$ cat src/rtl/imm_gen_pkg.sv
// Shared types and opcode constants for the pipelined immediate generator.
package imm_gen_pkg;

  typedef enum logic [2:0] {
    FMT_S    = 3'd0,
    FMT_I    = 3'd1,
    FMT_J    = 3'd2,
    FMT_B    = 3'd3,
    FMT_U    = 3'd4,
    FMT_Z    = 3'd5,
    FMT_SH   = 3'd6,
    FMT_NONE = 3'd7
  } imm_fmt_e;

  localparam logic [6:0] OP_IMM    = 7'b0010011;
  localparam logic [6:0] OP_LOAD   = 7'b0000011;
  localparam logic [6:0] OP_JALR   = 7'b1100111;
  localparam logic [6:0] OP_FENCE  = 7'b0001111;
  localparam logic [6:0] OP_SYSTEM = 7'b1110011;
  localparam logic [6:0] OP_STORE  = 7'b0100011;
  localparam logic [6:0] OP_BRANCH = 7'b1100011;
  localparam logic [6:0] OP_JAL    = 7'b1101111;
  localparam logic [6:0] OP_LUI    = 7'b0110111;
  localparam logic [6:0] OP_AUIPC  = 7'b0010111;
  localparam logic [6:0] OP_REG    = 7'b0110011;
  localparam logic [6:0] OP_REG32  = 7'b0111011;

endpackage

$ cat src/rtl/imm_extract.sv
// Combinational immediate extraction: gathers the instruction bits for a format and extends to XLEN.
module imm_extract
  import imm_gen_pkg::*;
#(
  parameter int XLEN = 32
) (
  input  logic [31:7]     instr,
  input  imm_fmt_e        fmt,
  output logic [XLEN-1:0] imm
);

  // Signed 32-bit immediates widen to XLEN by replicating bit 31.
  function automatic logic [XLEN-1:0] sext(input logic [31:0] v);
    return XLEN'($signed(v));
  endfunction

  always_comb begin
    imm = '0;
    case (fmt)
      FMT_S:  imm = sext({{20{instr[31]}}, instr[31:25], instr[11:7]});
      FMT_I:  imm = sext({{20{instr[31]}}, instr[31:20]});
      FMT_J:  imm = sext({{12{instr[31]}}, instr[19:12], instr[20], instr[30:21], 1'b0});
      FMT_B:  imm = sext({{20{instr[31]}}, instr[7], instr[30:25], instr[11:8], 1'b0});
      FMT_U:  imm = sext({instr[31:12], 12'b0});
      FMT_Z:  imm = XLEN'(instr[19:15]);
      FMT_SH: imm = (XLEN == 64) ? XLEN'(instr[25:20]) : XLEN'(instr[24:20]);
      default: imm = '0;
    endcase
  end

endmodule

$ cat src/rtl/imm_gen_pipe.sv
// Two-stage valid/ready immediate generator: stage 1 resolves the format, stage 2 holds the extended result.
module imm_gen_pipe
  import imm_gen_pkg::*;
#(
  parameter int XLEN     = 32,
  parameter bit AUTO_SEL = 1'b1,
  parameter int TAG_W    = 4
) (
  input  logic             clk,
  input  logic             rst,
  input  logic             flush,
  input  logic             in_valid,
  output logic             in_ready,
  input  logic [31:0]      in_instr,
  input  logic [2:0]       in_sel,
  input  logic [TAG_W-1:0] in_tag,
  output logic             out_valid,
  input  logic             out_ready,
  output logic [XLEN-1:0]  out_imm,
  output logic [2:0]       out_fmt,
  output logic             out_illegal,
  output logic [TAG_W-1:0] out_tag
);

  if (XLEN != 32 && XLEN != 64) begin : g_xlen_chk
    $error("imm_gen_pipe: XLEN must be 32 or 64");
  end

  imm_fmt_e         auto_fmt, fmt_in;
  logic             auto_ill, ill_in;
  logic             adv_p1, adv_p2, load_p1, acc;
  logic             vld_p1_q, vld_p1_d, vld_p2_q, vld_p2_d;
  logic [31:7]      instr_p1_q, instr_p1_d;
  imm_fmt_e         fmt_p1_q, fmt_p1_d, fmt_p2_q, fmt_p2_d;
  logic             ill_p1_q, ill_p1_d, ill_p2_q, ill_p2_d;
  logic [TAG_W-1:0] tag_p1_q, tag_p1_d, tag_p2_q, tag_p2_d;
  logic [XLEN-1:0]  imm_x, imm_p2_q, imm_p2_d;

  always_comb begin
    auto_fmt = FMT_NONE;
    auto_ill = 1'b0;
    case (in_instr[6:0])
      OP_IMM:    auto_fmt = (in_instr[13:12] == 2'b01) ? FMT_SH : FMT_I;
      OP_LOAD, OP_JALR, OP_FENCE: auto_fmt = FMT_I;
      OP_SYSTEM: auto_fmt = in_instr[14] ? FMT_Z : FMT_I;
      OP_STORE:  auto_fmt = FMT_S;
      OP_BRANCH: auto_fmt = FMT_B;
      OP_JAL:    auto_fmt = FMT_J;
      OP_LUI, OP_AUIPC: auto_fmt = FMT_U;
      OP_REG, OP_REG32: auto_fmt = FMT_NONE;
      default:   auto_ill = 1'b1;
    endcase
    fmt_in = AUTO_SEL ? auto_fmt : imm_fmt_e'(in_sel);
    ill_in = AUTO_SEL ? auto_ill : (in_sel == 3'b111);
  end

  always_comb begin
    adv_p2   = !vld_p2_q || out_ready;
    adv_p1   = vld_p1_q && adv_p2;
    load_p1  = !vld_p1_q || adv_p1;
    in_ready = load_p1 && !flush;
    acc      = in_valid && in_ready;

    vld_p1_d = flush ? 1'b0 : (load_p1 ? acc : vld_p1_q);
    vld_p2_d = flush ? 1'b0 : (adv_p2 ? vld_p1_q : vld_p2_q);

    instr_p1_d = acc ? in_instr[31:7] : instr_p1_q;
    fmt_p1_d   = acc ? fmt_in : fmt_p1_q;
    ill_p1_d   = acc ? ill_in : ill_p1_q;
    tag_p1_d   = acc ? in_tag : tag_p1_q;

    imm_p2_d = adv_p1 ? imm_x : imm_p2_q;
    fmt_p2_d = adv_p1 ? fmt_p1_q : fmt_p2_q;
    ill_p2_d = adv_p1 ? ill_p1_q : ill_p2_q;
    tag_p2_d = adv_p1 ? tag_p1_q : tag_p2_q;
  end

  // Stage 1 -> stage 2: extraction sits between the two register banks.
  imm_extract #(.XLEN(XLEN)) u_extract (
    .instr (instr_p1_q),
    .fmt   (fmt_p1_q),
    .imm   (imm_x)
  );

  always_ff @(posedge clk) begin
    if (rst) begin
      vld_p1_q <= 1'b0;
      vld_p2_q <= 1'b0;
      imm_p2_q <= '0;
      fmt_p2_q <= FMT_NONE;
      ill_p2_q <= 1'b0;
      tag_p2_q <= '0;
    end else begin
      vld_p1_q <= vld_p1_d;
      vld_p2_q <= vld_p2_d;
      imm_p2_q <= imm_p2_d;
      fmt_p2_q <= fmt_p2_d;
      ill_p2_q <= ill_p2_d;
      tag_p2_q <= tag_p2_d;
    end
  end

  // Stage 1 data is qualified by vld_p1_q, so it needs no reset.
  always_ff @(posedge clk) begin
    instr_p1_q <= instr_p1_d;
    fmt_p1_q   <= fmt_p1_d;
    ill_p1_q   <= ill_p1_d;
    tag_p1_q   <= tag_p1_d;
  end

  assign out_valid   = vld_p2_q;
  assign out_imm     = imm_p2_q;
  assign out_fmt     = fmt_p2_q;
  assign out_illegal = ill_p2_q;
  assign out_tag     = tag_p2_q;

endmodule

$ cat config.mk
export PLATFORM = sky130hd
export DESIGN_NAME = imm_gen_pipe
export DESIGN_NICKNAME = d
export VERILOG_FILES = /design/src/rtl/imm_gen_pkg.sv /design/src/rtl/imm_extract.sv /design/src/rtl/imm_gen_pipe.sv
export SDC_FILE = /design/constraint.sdc
export NUM_CORES = 1
export LEC_CHECK = 0
export ABC_AREA = 1
export CAP_MARGIN = 10
export CORE_MARGIN = 2
export CORE_UTILIZATION = 45
export CTS_BUF_LIST = sky130_fd_sc_hd__clkbuf_8
export CTS_CLUSTER_SIZE = 20
export DETAILED_ROUTE_END_ITERATION = 12
export PLACE_DENSITY = 0.77
export SYNTH_ARGS = -nofsm -noshare
export SYNTH_HDL_FRONTEND = slang
export SYNTH_SLANG_ARGS = --single-unit
$ cat constraint.sdc
create_clock -name clk -period 2.6 [get_ports clk]
set_input_delay 0.52 -clock clk [delete_from_list [all_inputs] [get_ports clk]]
set_output_delay 0.52 -clock clk [all_outputs]
set_load 0.01 [all_outputs]
==> impl_metrics.ini <==
[placement]
io_buffers = 82
dp_cells = 504
gp_congestion = 0.924
place_ws_ns = 0.175
dp_hpwl_um = 4770

[final_layout]
fin_nets = 479
num_antenna_cells = 0
area_growth_pct = 35.5
stdcell_count = 520
post_route_cells_drive_above_1_share = 0.0705

[yosys]
yosys-top-cells-area = edfxtp_1 32%, dfxtp_1 27%, nand2_1 14%, a21oi_1 4.9%, nand3_1 3.4%
syn_area_mm2 = 0.00309
avgSynthCellArea_um2 = 8.79
ys_seq_area_frac = 0.592
yosys.area.top_type = edfxtp_1
netlist-cell-type-count = 26
yosysWarnings = 0
netlist_instances = 352
syn_nets = 396
yosysTopAreaCellShare = 0.320
yosys_register_bits = 75

[die]
dieArea_mm2 = 0.00755
die_w_um = 86.9
die_y_um = 86.9
core_mm2 = 0.00672
initial_core_util = 0.460
num_rows = 30
ios = 86

[power_and_ir_drop]
peakVddDrop_mv = 0.249
p_leak_nw = 1.65
p_per_area_mw_per_mm2 = 598

[drt]
drc_errors = 0
wl_per_cell_um = 12.6
vias = 2536
viasPerCell = 4.88
detail_route.iter0.violations = 148
wirelength_um = 6530
ant_nets = 0
dr.pass1.iters = 4

[clock_tree]
cts_buffers = 9
cts_root_buf = clkbuf_8
clock_sinks = 75
cts.htree.levels = 3
clock_latency_ns = 0.34
cts_setup_buffers = 0
cts_tree = built
cts_resized = 0
postCtsHoldBufs = 0
max-clock-path-buffers = 2
clk_pin_slew_worst_paths_ns = 0.08

[worst_setup_path]
start_kind = primary input
arrival_ns = 1.90
crit_type = primary input to primary output
r2r_setup_slack_ns = 1.01
worstPathRequired_ns = 2.08
worstReg2RegEnd = out_imm[30]
worst-path-max-fanout = 3
critPathLaunch = out_ready
reg2reg_depth = 5
reg2reg_from = fmt_p1_q[2]
end_kind = primary output

[global_routing]
grt_pass1_wl_um = 10600
grtUsageTotal = 0.182
top_usage_layer = met2
use_met1 = 0.228
grt_max_degree = 37
gr-usage-met2 = 0.297
antenna_found_initial = 0
first_global_vias = 2342
use_met3 = 0.0493
overflow = 0

[hold_path]
hp-start = out_fmt[2]
holdPathEnd = out_fmt[2]
hold_path_class = flop to flop
whs_path_depth = 1

[timing]
max_freq_ghz = 0.413
rsz0062_at_grt = false
hold_viol = 0
slew-limit-headroom = 0.605
min_period_over_period = 0.932
setup_viol = 0
slew_violations = 0
clock_skew_ns = 0.00708
hold_slack_ns = 0.459
fin_tns_setup_ns = 0
worst_pin_slew_ns = 0.592
setup_ws_ns = 0.176
min_period_ns = 2.42

[run_status]
status = complete, no violations

[job]
cap_violations = 0
==> flip-flops by register name, indices dropped and copies added, names as in the netlist, 3 cells and up <==
name / flops
tag_p1_q: 4
fmt_p1_q: 3
instr_p1_q: 25
out_tag: 4
out_imm: 32
out_fmt: 3
==> layout make-up <==
| cell class | instances | area, um2 |
|---|---|---|
| clock buffers | 9 | 124 |
| clock inverters | 7 | 91.3 |
| fillers | 582 | 2530 |
| inverters | 27 | 101 |
| multi-input cells | 236 | 1080 |
| flip-flops and latches | 75 | 1830 |
| well taps | 80 | 100 |
| repair buffers | 86 | 863 |
==> kinds of logic after synthesis <==
family | Yosys count | synth area share
buffers and inverters | 41 | 0.0595
AO/OA/AOI/OAI | 57 | 0.105
AND/OR/NAND/NOR | 179 | 0.244
flip-flops | 75 | 0.592
==> worst max-delay path, cell delays in order <==
cell,delay (ns)
clkdlybuf4s50_1,0.46
inv_1,0.04
nand2_1,0.09
nor2_1,0.05
inv_1,0.06
nand2_1,0.08
inv_1,0.07
clkdlybuf4s50_1,0.53
==> cells in the final DEF (no fill, tap or decap), types with 2 or more instances in the layout <==
master	count
nand4_1	8
nand2_2	2
nand3_1	21
inv_1	23
dfxtp_1	42
inv_2	4
buf_4	3
o21ai_0	15
clkinvlp_4	2
nor3_1	3
nand2_1	114
a211oi_1	6
clkbuf_8	9
clkinv_2	2
clkdlybuf4s50_1	82
edfxtp_1	33
a21oi_1	30
o211ai_1	2
bufinv_16	2
nor2_1	27
==> per-stage QoR <==
step	area, um2	total power, mW	utilization
global route	4190	2.61	0.624
finish	4190	2.51	0.624
floorplan	3100	1.44	-
detailed placement	3980	1.57	0.592
CTS	4190	2.52	0.624
global placement	3980	1.57	0.592
==> report_power, final <==
group / switching, mW / internal, mW
clock: 0.423 / 0.537
sequential: 0.0264 / 1.28
combinational: 0.118 / 0.126
==> how the worst max path moves through the flow <==
stage,endpoint,slack [ns],depth (start not counted)
CTS,in_ready,0.17,8
detailed placement,in_ready,0.18,8
global route,in_ready,0.07,8
global placement,in_ready,0.22,8
finish,in_ready,0.18,8
floorplan,fmt_p1_q[0],0.53,6
==> synth_stat cells <==
cell / n
inv_2: 4
a21oi_1: 30
o21ai_2: 1
a211oi_1: 6
o21ai_0: 15
nand2_1: 114
buf_1: 1
inv_1: 23
nand3_1: 21
nor2_8: 1
and2_1: 1
nor2_1: 28
nor3_1: 3
dfxtp_1: 42
edfxtp_1: 33
buf_2: 3
clkbuf_1: 5
o21ai_4: 1
a31oi_1: 1
a21o_1: 1
buf_4: 3
nand4_1: 8
nand2_4: 1
buf_6: 2
nand2_2: 2
o211ai_1: 2
==> layer usage <==
| layer | up-vias | wire, um |
|---|---|---|
| met4 | 0 | 103 |
| met3 | 8 | 292 |
| met1 | 1123 | 3020 |
| met5 | - | 0 |
| met2 | 72 | 3120 |
| li1 | 1333 | - |
No activity file was read; power rests on OpenSTA's default activity.
